<file path="config.mk">
export PLATFORM = sky130hd
export DESIGN_NAME = vdma_rd_burst_engine
export DESIGN_NICKNAME = d
export VERILOG_FILES = /design/src/rtl/vdma_rd_burst_engine_pkg.sv /design/src/rtl/vdma_rd_burst_engine_rd_beat_counter.sv /design/src/rtl/vdma_rd_burst_engine.sv
export SDC_FILE = /design/constraint.sdc
export NUM_CORES = 1
export LEC_CHECK = 0
export ABC_AREA = 1
export CORE_AREA = 2 2 130 132
export CTS_CLUSTER_SIZE = 16
export DETAILED_ROUTE_END_ITERATION = 12
export DIE_AREA = 0 0 132 134
export PLACE_DENSITY = 0.73
export SYNTH_ARGS = -nofsm -noshare
export SYNTH_HDL_FRONTEND = slang
export SYNTH_HIERARCHICAL = 1
export SYNTH_SLANG_ARGS = --single-unit
</file>
<file path="constraint.sdc">
create_clock -name clock -period 6.4 [get_ports clock]
set_input_delay 1.28 -clock clock [delete_from_list [all_inputs] [get_ports clock]]
set_output_delay 1.28 -clock clock [all_outputs]
set_load 0.02 [all_outputs]
</file>
<file path="src/rtl/vdma_rd_burst_engine_pkg.sv">
// Shared types and constants for the VDMA read-burst engine.
// The state encoding stays a plain 2-bit vector so older netlists can still match it.
package SystemPkg;

    localparam int unsigned AXI_MAX_BURST = 256;

    typedef logic [1:0] RD_ENG_STATE;

    localparam RD_ENG_STATE S_IDLE   = 2'd0;
    localparam RD_ENG_STATE S_ISSUE  = 2'd1;
    localparam RD_ENG_STATE S_WAIT_R = 2'd2;
    localparam RD_ENG_STATE S_FSH    = 2'd3;

    // Returns the AXI arlen field (beats minus one) for the next sub-burst.
    function automatic logic [7:0] calcArlen(input int unsigned len, input int unsigned maxBurst);
        int unsigned beats;
        beats = (len > maxBurst) ? maxBurst : len;
        return 8'(beats - 1);
    endfunction

endpackage

</file>
<file path="src/rtl/vdma_rd_burst_engine_rd_beat_counter.sv">
// Counts R-channel handshakes of the current burst and compares the rlast position against arlen.
module rd_beat_counter
    import SystemPkg::*;
(
    input  logic       clock,
    input  logic       rst_n,
    input  logic       clear,
    input  logic       beat,
    input  logic       rlast,
    input  logic [7:0] arlen,
    output logic       last_ok,
    output logic       last_err
);

    logic [8:0] r_count;
    logic       r_overrun;
    logic       w_atEnd;
    logic       w_over;

    assign w_atEnd  = (r_count == {1'b0, arlen});
    // The count saturates one past arlen, so an overrun is flagged only once per burst.
    assign w_over   = beat && !rlast && (r_count > {1'b0, arlen}) && !r_overrun;
    assign last_ok  = beat && rlast && w_atEnd;
    assign last_err = (beat && rlast && !w_atEnd) || w_over;

    always_ff @(posedge clock) begin
        if (!rst_n || clear) begin
            r_count   <= '0;
            r_overrun <= 1'b0;
        end else if (beat) begin
            if (r_count <= {1'b0, arlen}) begin
                r_count <= r_count + 9'd1;
            end
            if (w_over) begin
                r_overrun <= 1'b1;
            end
        end
    end

endmodule

</file>
<file path="src/rtl/vdma_rd_burst_engine.sv">
// Turns read-FIFO burst/tail requests into AXI AR bursts of at most MAX_BURST beats.
// It also tracks the frame address, which restarts at base_addr on fsync.
module vdma_rd_burst_engine
    import SystemPkg::*;
#(
    parameter int          ADDR_W     = 32,
    parameter int          DATA_BYTES = 8,
    parameter int          LSIZE      = 9,
    parameter int unsigned MAX_BURST  = AXI_MAX_BURST
) (
    input  logic              clock,
    input  logic              rst_n,
    input  logic              fsync,
    input  logic [ADDR_W-1:0] base_addr,
    input  logic              burst_req,
    input  logic              tail_req,
    input  logic [LSIZE-1:0]  req_len,
    output logic              resp,
    output logic              done,
    output logic              err,
    output logic              arvalid,
    input  logic              arready,
    output logic [ADDR_W-1:0] araddr,
    output logic [7:0]        arlen,
    input  logic              rvalid,
    input  logic              rready,
    input  logic              rlast
);

    RD_ENG_STATE       r_state;
    logic [LSIZE-1:0]  r_remain;
    logic [ADDR_W-1:0] r_addr;
    logic              r_restartPend;
    logic              r_resp;
    logic              r_done;
    logic              r_err;
    logic              r_arvalid;
    logic [ADDR_W-1:0] r_araddr;
    logic [7:0]        r_arlen;

    logic              w_req;
    logic              w_arHs;
    logic              w_beat;
    logic              w_lastOk;
    logic              w_lastErr;
    logic              w_close;
    logic [8:0]        w_beats;
    logic [ADDR_W-1:0] w_step;
    logic [7:0]        w_reqArlen;
    logic [7:0]        w_remArlen;

    // burst_req and tail_req share req_len, so their priority only matters for naming.
    assign w_req      = burst_req || tail_req;
    assign w_arHs     = (r_state == S_ISSUE) && r_arvalid && arready;
    assign w_beat     = (r_state == S_WAIT_R) && rvalid && rready;
    assign w_close    = w_lastOk || (w_lastErr && rlast);
    assign w_beats    = {1'b0, r_arlen} + 9'd1;
    assign w_step     = ADDR_W'(w_beats) * ADDR_W'(DATA_BYTES);
    assign w_reqArlen = calcArlen(32'(req_len), MAX_BURST);
    assign w_remArlen = calcArlen(32'(r_remain), MAX_BURST);

    rd_beat_counter u_beatCounter (
        .clock    (clock),
        .rst_n    (rst_n),
        .clear    (w_arHs),
        .beat     (w_beat),
        .rlast    (rlast),
        .arlen    (r_arlen),
        .last_ok  (w_lastOk),
        .last_err (w_lastErr)
    );

    always_ff @(posedge clock) begin
        if (!rst_n) begin
            r_state       <= S_IDLE;
            r_remain      <= '0;
            r_addr        <= '0;
            r_restartPend <= 1'b0;
            r_resp        <= 1'b0;
            r_done        <= 1'b0;
            r_err         <= 1'b0;
            r_arvalid     <= 1'b0;
            r_araddr      <= '0;
            r_arlen       <= '0;
        end else begin
            r_resp <= 1'b0;
            r_done <= 1'b0;
            r_err  <= w_lastErr;
            if (fsync && (r_state == S_ISSUE || r_state == S_WAIT_R)) begin
                r_restartPend <= 1'b1;
            end
            case (r_state)
                S_IDLE: begin
                    if (fsync) begin
                        r_addr <= base_addr;
                    end
                    // While done is still visible the controller has not yet dropped its request.
                    if (w_req && !r_done) begin
                        r_resp   <= 1'b1;
                        r_remain <= req_len;
                        if (req_len == '0) begin
                            r_state <= S_FSH;
                        end else begin
                            r_state   <= S_ISSUE;
                            r_arvalid <= 1'b1;
                            r_araddr  <= fsync ? base_addr : r_addr;
                            r_arlen   <= w_reqArlen;
                        end
                    end
                end
                S_ISSUE: begin
                    if (w_arHs) begin
                        r_arvalid <= 1'b0;
                        r_remain  <= r_remain - LSIZE'(w_beats);
                        r_addr    <= r_addr + w_step;
                        r_state   <= S_WAIT_R;
                    end
                end
                S_WAIT_R: begin
                    if (w_close) begin
                        if (r_remain != '0) begin
                            r_state   <= S_ISSUE;
                            r_arvalid <= 1'b1;
                            r_araddr  <= r_addr;
                            r_arlen   <= w_remArlen;
                        end else begin
                            r_state <= S_FSH;
                        end
                    end
                end
                S_FSH: begin
                    r_done        <= 1'b1;
                    r_state       <= S_IDLE;
                    r_restartPend <= 1'b0;
                    if (fsync || r_restartPend) begin
                        r_addr <= base_addr;
                    end
                end
                default: begin
                    r_state <= S_IDLE;
                end
            endcase
        end
    end

    assign resp    = r_resp;
    assign done    = r_done;
    assign err     = r_err;
    assign arvalid = r_arvalid;
    assign araddr  = r_araddr;
    assign arlen   = r_arlen;

endmodule

</file>
==> run_results.csv, run 1 <==
group,metric,value,unit
run_status,outcome,"finished clean",
synthesis,ys.flop_type,"dfxtp_1",
synthesis,synth.distinct_cells,53,
critical_path,regToRegEndpoint,"arlen[5]",
place,globalplace.congestion,0.949,
drt,postRouteAntennaNets,0,
sta,slew-limit-headroom,45.0,%
cells_and_area,diodes,0,
cells_and_area,ff_latch_area,1960,sq um
sta,period_minus_slack,3970,ps
floorplanning,core-area,16300,sq um
cts,clockRootBuffer,"clkbuf_16",
power,internal_power,2.10,mW
worst_hold_path,min_to,"u_beatCounter/r_overrun",
floorplanning,pin_count,94,
drt,dr.pass1.iters,6,
critical_path,cp-end-kind,"flop",
floorplanning,die_h,134,um
floorplanning,die-area,17700,sq um
power,p_sw,2.23,mW
floorplanning,std_cell_rows,47,
sta,finalSetupViolCount,0,
power,vdd_ir_drop_max,0.336,mV
critical_path,r2r-start,"arlen[4]",
critical_path,cp.required,6680,ps
cts,cts_tree,"done",
synthesis,yosysWarnings,6,
critical_path,reg2reg_depth,16,
cts,cts_hold_buf,0,
power,swShare,51.5,%
place,portBuffers,93,
sta,post-route-period-util,62.0,%
cells_and_area,multi_input_area,4520,sq um
place,hpwl,15.2,mm
global_routing,grt_max_degree,78,
power,cellPowerDensity,509,nW/um^2
drt,wirelength,21.5,mm
cells_and_area,drive_gt1_share,7.40,%
floorplanning,start_util,44.5,%
synthesis,synth_area,7240,sq um
synthesis,syn_avg_cell_area,6.50,sq um
sta,maxSlewViolCount,0,
drt,dr.first_iter.drc_count,576,
critical_path,slowest_stage,"inv_4",
power,power,4.33,mW
sta,fmax,252,MHz
synthesis,ys_seq_area_share,27.1,%
global_routing,overflow,0,
worst_hold_path,holdPathStages,2,
place,dp_cells,1382,
cells_and_area,final_cells,1396,
sta,finClkSkew,11.2,ps
drt,dr_total_vias,7535,
power,total_leakage_power,3.61,nW
global_routing,grt_antenna_before_repair,0,
synthesis,synth_fp_nets,1200,
global_routing,busiest_layer,"met2",
cts,cts_num_sinks,98,
drt,drc,0,
drt,via_per_inst,5.40,
critical_path,reg2reg_slack,2950,ps
worst_hold_path,hold_class,"reg -> reg",
cts,cts-htree-levels,3,
global_routing,grt_pass1_wl,34.6,mm
critical_path,cp.arrival,4250,ps
sta,rsz0062_at_grt,"no",
sta,hold_viol,0,
sta,tns,0,ps
critical_path,max_stage_delay,590,ps
critical_path,cp_max_fo,45,
sta,hold_ws,459,ps
cts,cts.reportedPaths.clkPinSlew,70,ps
run,max-cap-violations,0,
cells_and_area,area_growth,17.4,%
cts,clk_latency,360,ps
global_routing,grt_util_met3,3.44,%
global_routing,grt_pass1_vias,6794,
synthesis,synthArstFlopShare,0,%
power,power_frac_comb,60.8,%
synthesis,ys_ff_latch,98,
global_routing,gr-usage-met1,31.1,%
critical_path,crit_chain,"clkdlybuf4s50_1 > and3_1 > nand4_1 > nand2_1 > nand2_1 > nand2_1 > o21ai_2 > a21oi_2 > nand3_4 > inv_4 > o21ai_0 > a31oi_1",
cts,cts_resized,0,
critical_path,crit_top_cell,"nand2_1",
critical_path,cp-start-kind,"input port",
cells_and_area,nets,1259,
global_routing,grt_use_met2,41.6,%
power,clkPwrFrac,12.5,%
sta,worst_pin_slew,824,ps
power,power_frac_seq,26.7,%
worst_hold_path,min-delay-start,"u_beatCounter/r_overrun",
floorplanning,die-width,132,um
cells_and_area,fillCellCount,1618,
cts,cts_buffers,9,
global_routing,grtUsageTotal,24.1,%
cts,cts_buffer_depth,2,
critical_path,path_class,"in -> reg",
drt,wire_per_inst,15.4,um
synthesis,synth_edf_count,0,
cts,post_cts_buffers,0,
critical_path,path_buf_inv,2,
synthesis,synthCells,1114,
critical_path,cpLargestDelayFamily,"simple AND/OR/NAND/NOR gates",
-- cells in the final DEF (no fill, tap or decap), drive strengths merged, types with 7 or more instances in the layout --
master         count
o21ai            115
xor2              16
a31oi             13
mux2i             12
nand3             93
dfxtp             98
clkdlybuf4s50     93
nand4             10
or2                7
buf                8
inv              127
clkbuf            11
nor2              78
nand2            282
nor3              10
ha                34
a211oi            19
a21oi            113
a2bb2oi            7
-- state kept, by name, indices dropped and copies added, names as in the netlist --
name                     flops
araddr                      32
r_addr                      32
r_remain                     9
u_beatCounter/r_count        9
arlen                        8
r_state                      2
arvalid                      1
done                         1
err                          1
r_restartPend                1
resp                         1
u_beatCounter/r_overrun      1
-- power by group through the flow --
stage               clock (mW)  combinational (mW)  sequential (mW)
finish                   0.540                2.63             1.16
global route             0.567                2.94             1.19
CTS                      0.549                2.62             1.15
detailed placement           0                2.61             1.16
global placement             0                2.56             1.16
floorplan                    0                1.91             1.17
-- cells in the mapped netlist (3+ instances only) --
cell	number	share of area, %
nand4_1	10	0.86
dfxtp_1	98	27
clkbuf_2	3	0.21
nand3_2	4	0.55
buf_6	6	0.93
o21ai_1	10	0.69
or2_2	5	0.43
clkbuf_1	22	1.1
nand3_1	88	6.1
a211oi_1	19	2.0
a21oi_1	102	7.0
a2bb2oi_1	7	0.85
nand3b_1	3	0.31
nor2_1	68	3.5
nand2_2	12	1.0
xor2_1	16	1.9
nor2_2	8	0.69
nor3_1	9	0.62
xnor2_1	4	0.48
buf_2	17	1.2
o21ai_0	103	7.1
buf_4	5	0.52
inv_1	113	5.9
ha_1	34	5.9
mux2i_1	12	1.7
a21oi_2	11	1.3
inv_2	12	0.62
nand2_1	268	14
a31oi_1	13	1.1
-- stage by stage --
| stage | instance area, sq um | worst slack (ps) | util [%] |
|---|---|---|---|
| floorplan | 7240 | 3580 | - |
| global placement | 8220 | 2190 | 50.5 |
| detailed placement | 8220 | 2080 | 50.5 |
| CTS | 8500 | 2430 | 52.2 |
| global route | 8500 | 2210 | 52.2 |
| finish | 8500 | 2430 | 52.2 |
-- cell type report --
type                       count  share of cell area (%)
multi-input combinational    836                    53.1
clock buffer                  11                    2.97
clock inverter                 3                   0.294
timing repair buffer         101                    11.7
sequential                    98                    23.1
inverter                     127                    5.64
tap                          220                    3.24
-- how the worst max path moves through the flow --
| stage | start | endpoint | slack, ps | depth (start not counted) |
|---|---|---|---|---|
| 6_report | rready | arlen[5] | 2430 | 12 |
| 3_5_place_dp | rvalid | arlen[5] | 2080 | 12 |
| 4_1_cts | rvalid | arlen[5] | 2430 | 12 |
| 5_1_grt | rvalid | arlen[1] | 2210 | 12 |
| 2_1_floorplan | rready | arlen[6] | 3580 | 14 |
| 3_3_place_gp | rready | arlen[5] | 2190 | 12 |
-- cells by family (layout without fill, tap and decap cells) --
family,count (synthesis),count (layout),synth area share [%]
and+or+nand+nor,489,489,30.1
adders and majority gates,36,36,6.43
DFF,98,98,27.1
AOI/OAI and AO/OA,279,279,21.7
xor gates and xnor gates,20,20,2.42
buffers and inverters,180,242,10.6
muxes,12,12,1.66
-- per-layer routing --
layer	up-vias	wire [um]
li1	3825	-
met1	3444	9640
met2	237	10200
met3	29	1150
met4	0	491
met5	-	0
-- worst reg2reg max path, stage by stage, from the launching register on --
cell and delay [ps]:
dfxtp_1 540, inv_1 100, ha_1 320, nand2_1 80
nor2_2 150, nand3b_1 100, nand3_2 130, nand4_1 110
nand2_1 130, nand2_1 60, nand2_1 70, o21ai_2 80
a21oi_2 150, nand3_4 410, inv_4 600, o21ai_0 150
a31oi_1 200
Power figures use the tool's default switching activity.
==> run 2, diff against run 1 <==
Settings changed: PLACE_DENSITY 0.73 to 0.75.
Clock period 6.4 ns to 3.2 ns, I/O delays scaled along.
==> run 2 against run 1 <==
Compared with the run above:
- sequential share of layout area is 0.23 points lower
- sequential power is 97% higher
- largest power group unchanged
- die area stayed put
- register-to-register slack worse by 2600 ps
- clock-buffer cell count is 2 lower
- cell area is 1.1% higher
- cell count is 0.86% higher
- combinational power is 110% higher
==> run_results.csv, run 2 (synthesized netlist as in run 1, its figures left out) <==
group,metric,value,unit
sta,finClkSkew,16.1,ps
cts,clk_latency,370,ps
drt,wire_per_inst,15.5,um
global_routing,grt_antenna_before_repair,0,
sta,setup_slack,339,ps
cts,cts_hold_buf,0,
critical_path,cp.required,3500,ps
power,power_frac_comb,61.6,%
cts,cts.reportedPaths.clkPinSlew,80,ps
cells_and_area,multi_input_area,4530,sq um
place,hpwl,15.8,mm
power,swShare,51.9,%
critical_path,cp-start-kind,"flop",
drt,drc,0,
critical_path,cp_max_fo,5,
power,clkPwrFrac,12.5,%
drt,dr_total_vias,7699,
critical_path,cp-end-kind,"flop",
global_routing,overflow,0,
sta,hold_viol,0,
worst_hold_path,hold_class,"reg -> reg",
drt,dr.pass1.iters,6,
sta,hold_ws,468,ps
sta,fmax,350,MHz
sta,maxSlewViolCount,0,
global_routing,grt_pass1_wl,34.9,mm
cells_and_area,diodes,0,
sta,post-route-period-util,89.4,%
floorplanning,pin_count,94,
cts,cts_buffers,9,
drt,dr.first_iter.drc_count,593,
power,power_frac_seq,25.9,%
power,p_sw,4.57,mW
floorplanning,core-area,16300,sq um
sta,period_minus_slack,2860,ps
global_routing,grt_max_degree,65,
place,pre_cts_ws,187,ps
floorplanning,start_util,44.5,%
cts,cts_buffer_depth,2,
sta,tns,0,ps
cts,cts_num_sinks,98,
cells_and_area,area_growth,18.7,%
run_status,outcome,"finished clean",
cts,clockRootBuffer,"clkbuf_16",
cells_and_area,fillCellCount,1597,
cells_and_area,most-common-layout-cells,"nand2_1, inv_1, o21ai_0",
sta,slew-limit-headroom,59.3,%
critical_path,cp.arrival,3160,ps
cts,cts_tree,"done",
power,vdd_ir_drop_max,0.691,mV
floorplanning,std_cell_rows,47,
drt,via_per_inst,5.47,
sta,finalSetupViolCount,0,
power,cellPowerDensity,1030,nW/um^2
power,total_leakage_power,3.67,nW
drt,wirelength,21.8,mm
floorplanning,die-width,132,um
floorplanning,die_h,134,um
run,max-cap-violations,0,
cells_and_area,final_common_cell,"nand2_1",
global_routing,grt_pass1_vias,7061,
cells_and_area,nets,1269,
cells_and_area,drive_gt1_share,8.67,%
sta,worst_pin_slew,604,ps
cts,cts-htree-levels,3,
critical_path,path_class,"reg -> reg",
cells_and_area,ff_latch_area,1960,sq um
place,globalplace.congestion,0.902,
critical_path,reg2reg_slack,340,ps
floorplanning,die-area,17700,sq um
sta,rsz0062_at_grt,"no",
place,portBuffers,93,
power,internal_power,4.25,mW
global_routing,grtUsageTotal,24.3,%
drt,postRouteAntennaNets,0,
[run 2: layout make-up]
class | instances | share of cell area (%)
Multi-Input combinational cell | 836 | 52.6
Sequential cell | 98 | 22.9
Timing Repair Buffer | 111 | 12.4
Inverter | 127 | 5.57
Tap cell | 220 | 3.20
Clock buffer | 9 | 2.62
Clock inverter | 7 | 0.699
[run 2: repair_timing]
item	in CTS	in global routing
setup endpoints to repair	0	9
resized for setup	0	4
buffers inserted	0	1
[run 2: critical path, stage by stage, from the launching register on]
cell and delay, ps:
dfxtp_1 440, ha_1 240, nand3_1 120, inv_1 100
nand3_1 150, xor2_2 250, inv_1 100, ha_1 300
a21oi_1 170, a21boi_0 240, nand2_1 180, nand2_1 90
o21ai_1 120, nand2_1 90, nand3_1 70, a21oi_1 130
[run 2: metal layers]
layer / part of all wire, % / routed length (um) / vias up / track usage (%)
met4: 3.4 / 741 / 0 / 11.6
met5: 0 / 0 / - / 0
li1: - / - / 3851 / -
met3: 5.9 / 1290 / 48 / 4.23
met2: 47 / 10300 / 292 / 41.0
met1: 44 / 9510 / 3508 / 30.2
[run 2: final timing paths]
check / startpoint / endpoint / cells past startpoint
max reg2reg: arlen[1] / r_addr[18] / 15
min reg2reg: araddr[17] / araddr[17] / 2
min: araddr[17] / araddr[17] / 2
max: arlen[1] / r_addr[18] / 15
[run 2: power by group through the flow]
stage          Clock [mW]  Sequential [mW]  Combinational (mW)
5_1_grt              1.16             2.34                6.03
4_1_cts              1.11             2.25                5.39
3_3_place_gp            0             2.27                5.25
6_report             1.11             2.28                5.43
3_5_place_dp            0             2.28                5.35
2_1_floorplan           0             2.35                3.83
[run 2: per-stage QoR]
| stage | utilization, % | std cells | power, mW | area, sq um |
|---|---|---|---|---|
| global route | 52.8 | 1408 | 9.54 | 8600 |
| CTS | 52.6 | 1407 | 8.75 | 8580 |
| finish | 52.8 | 1408 | 8.82 | 8600 |
| floorplan | - | 1114 | 6.17 | 7240 |
| global placement | 50.9 | 1391 | 7.52 | 8290 |
| detailed placement | 50.9 | 1391 | 7.63 | 8290 |
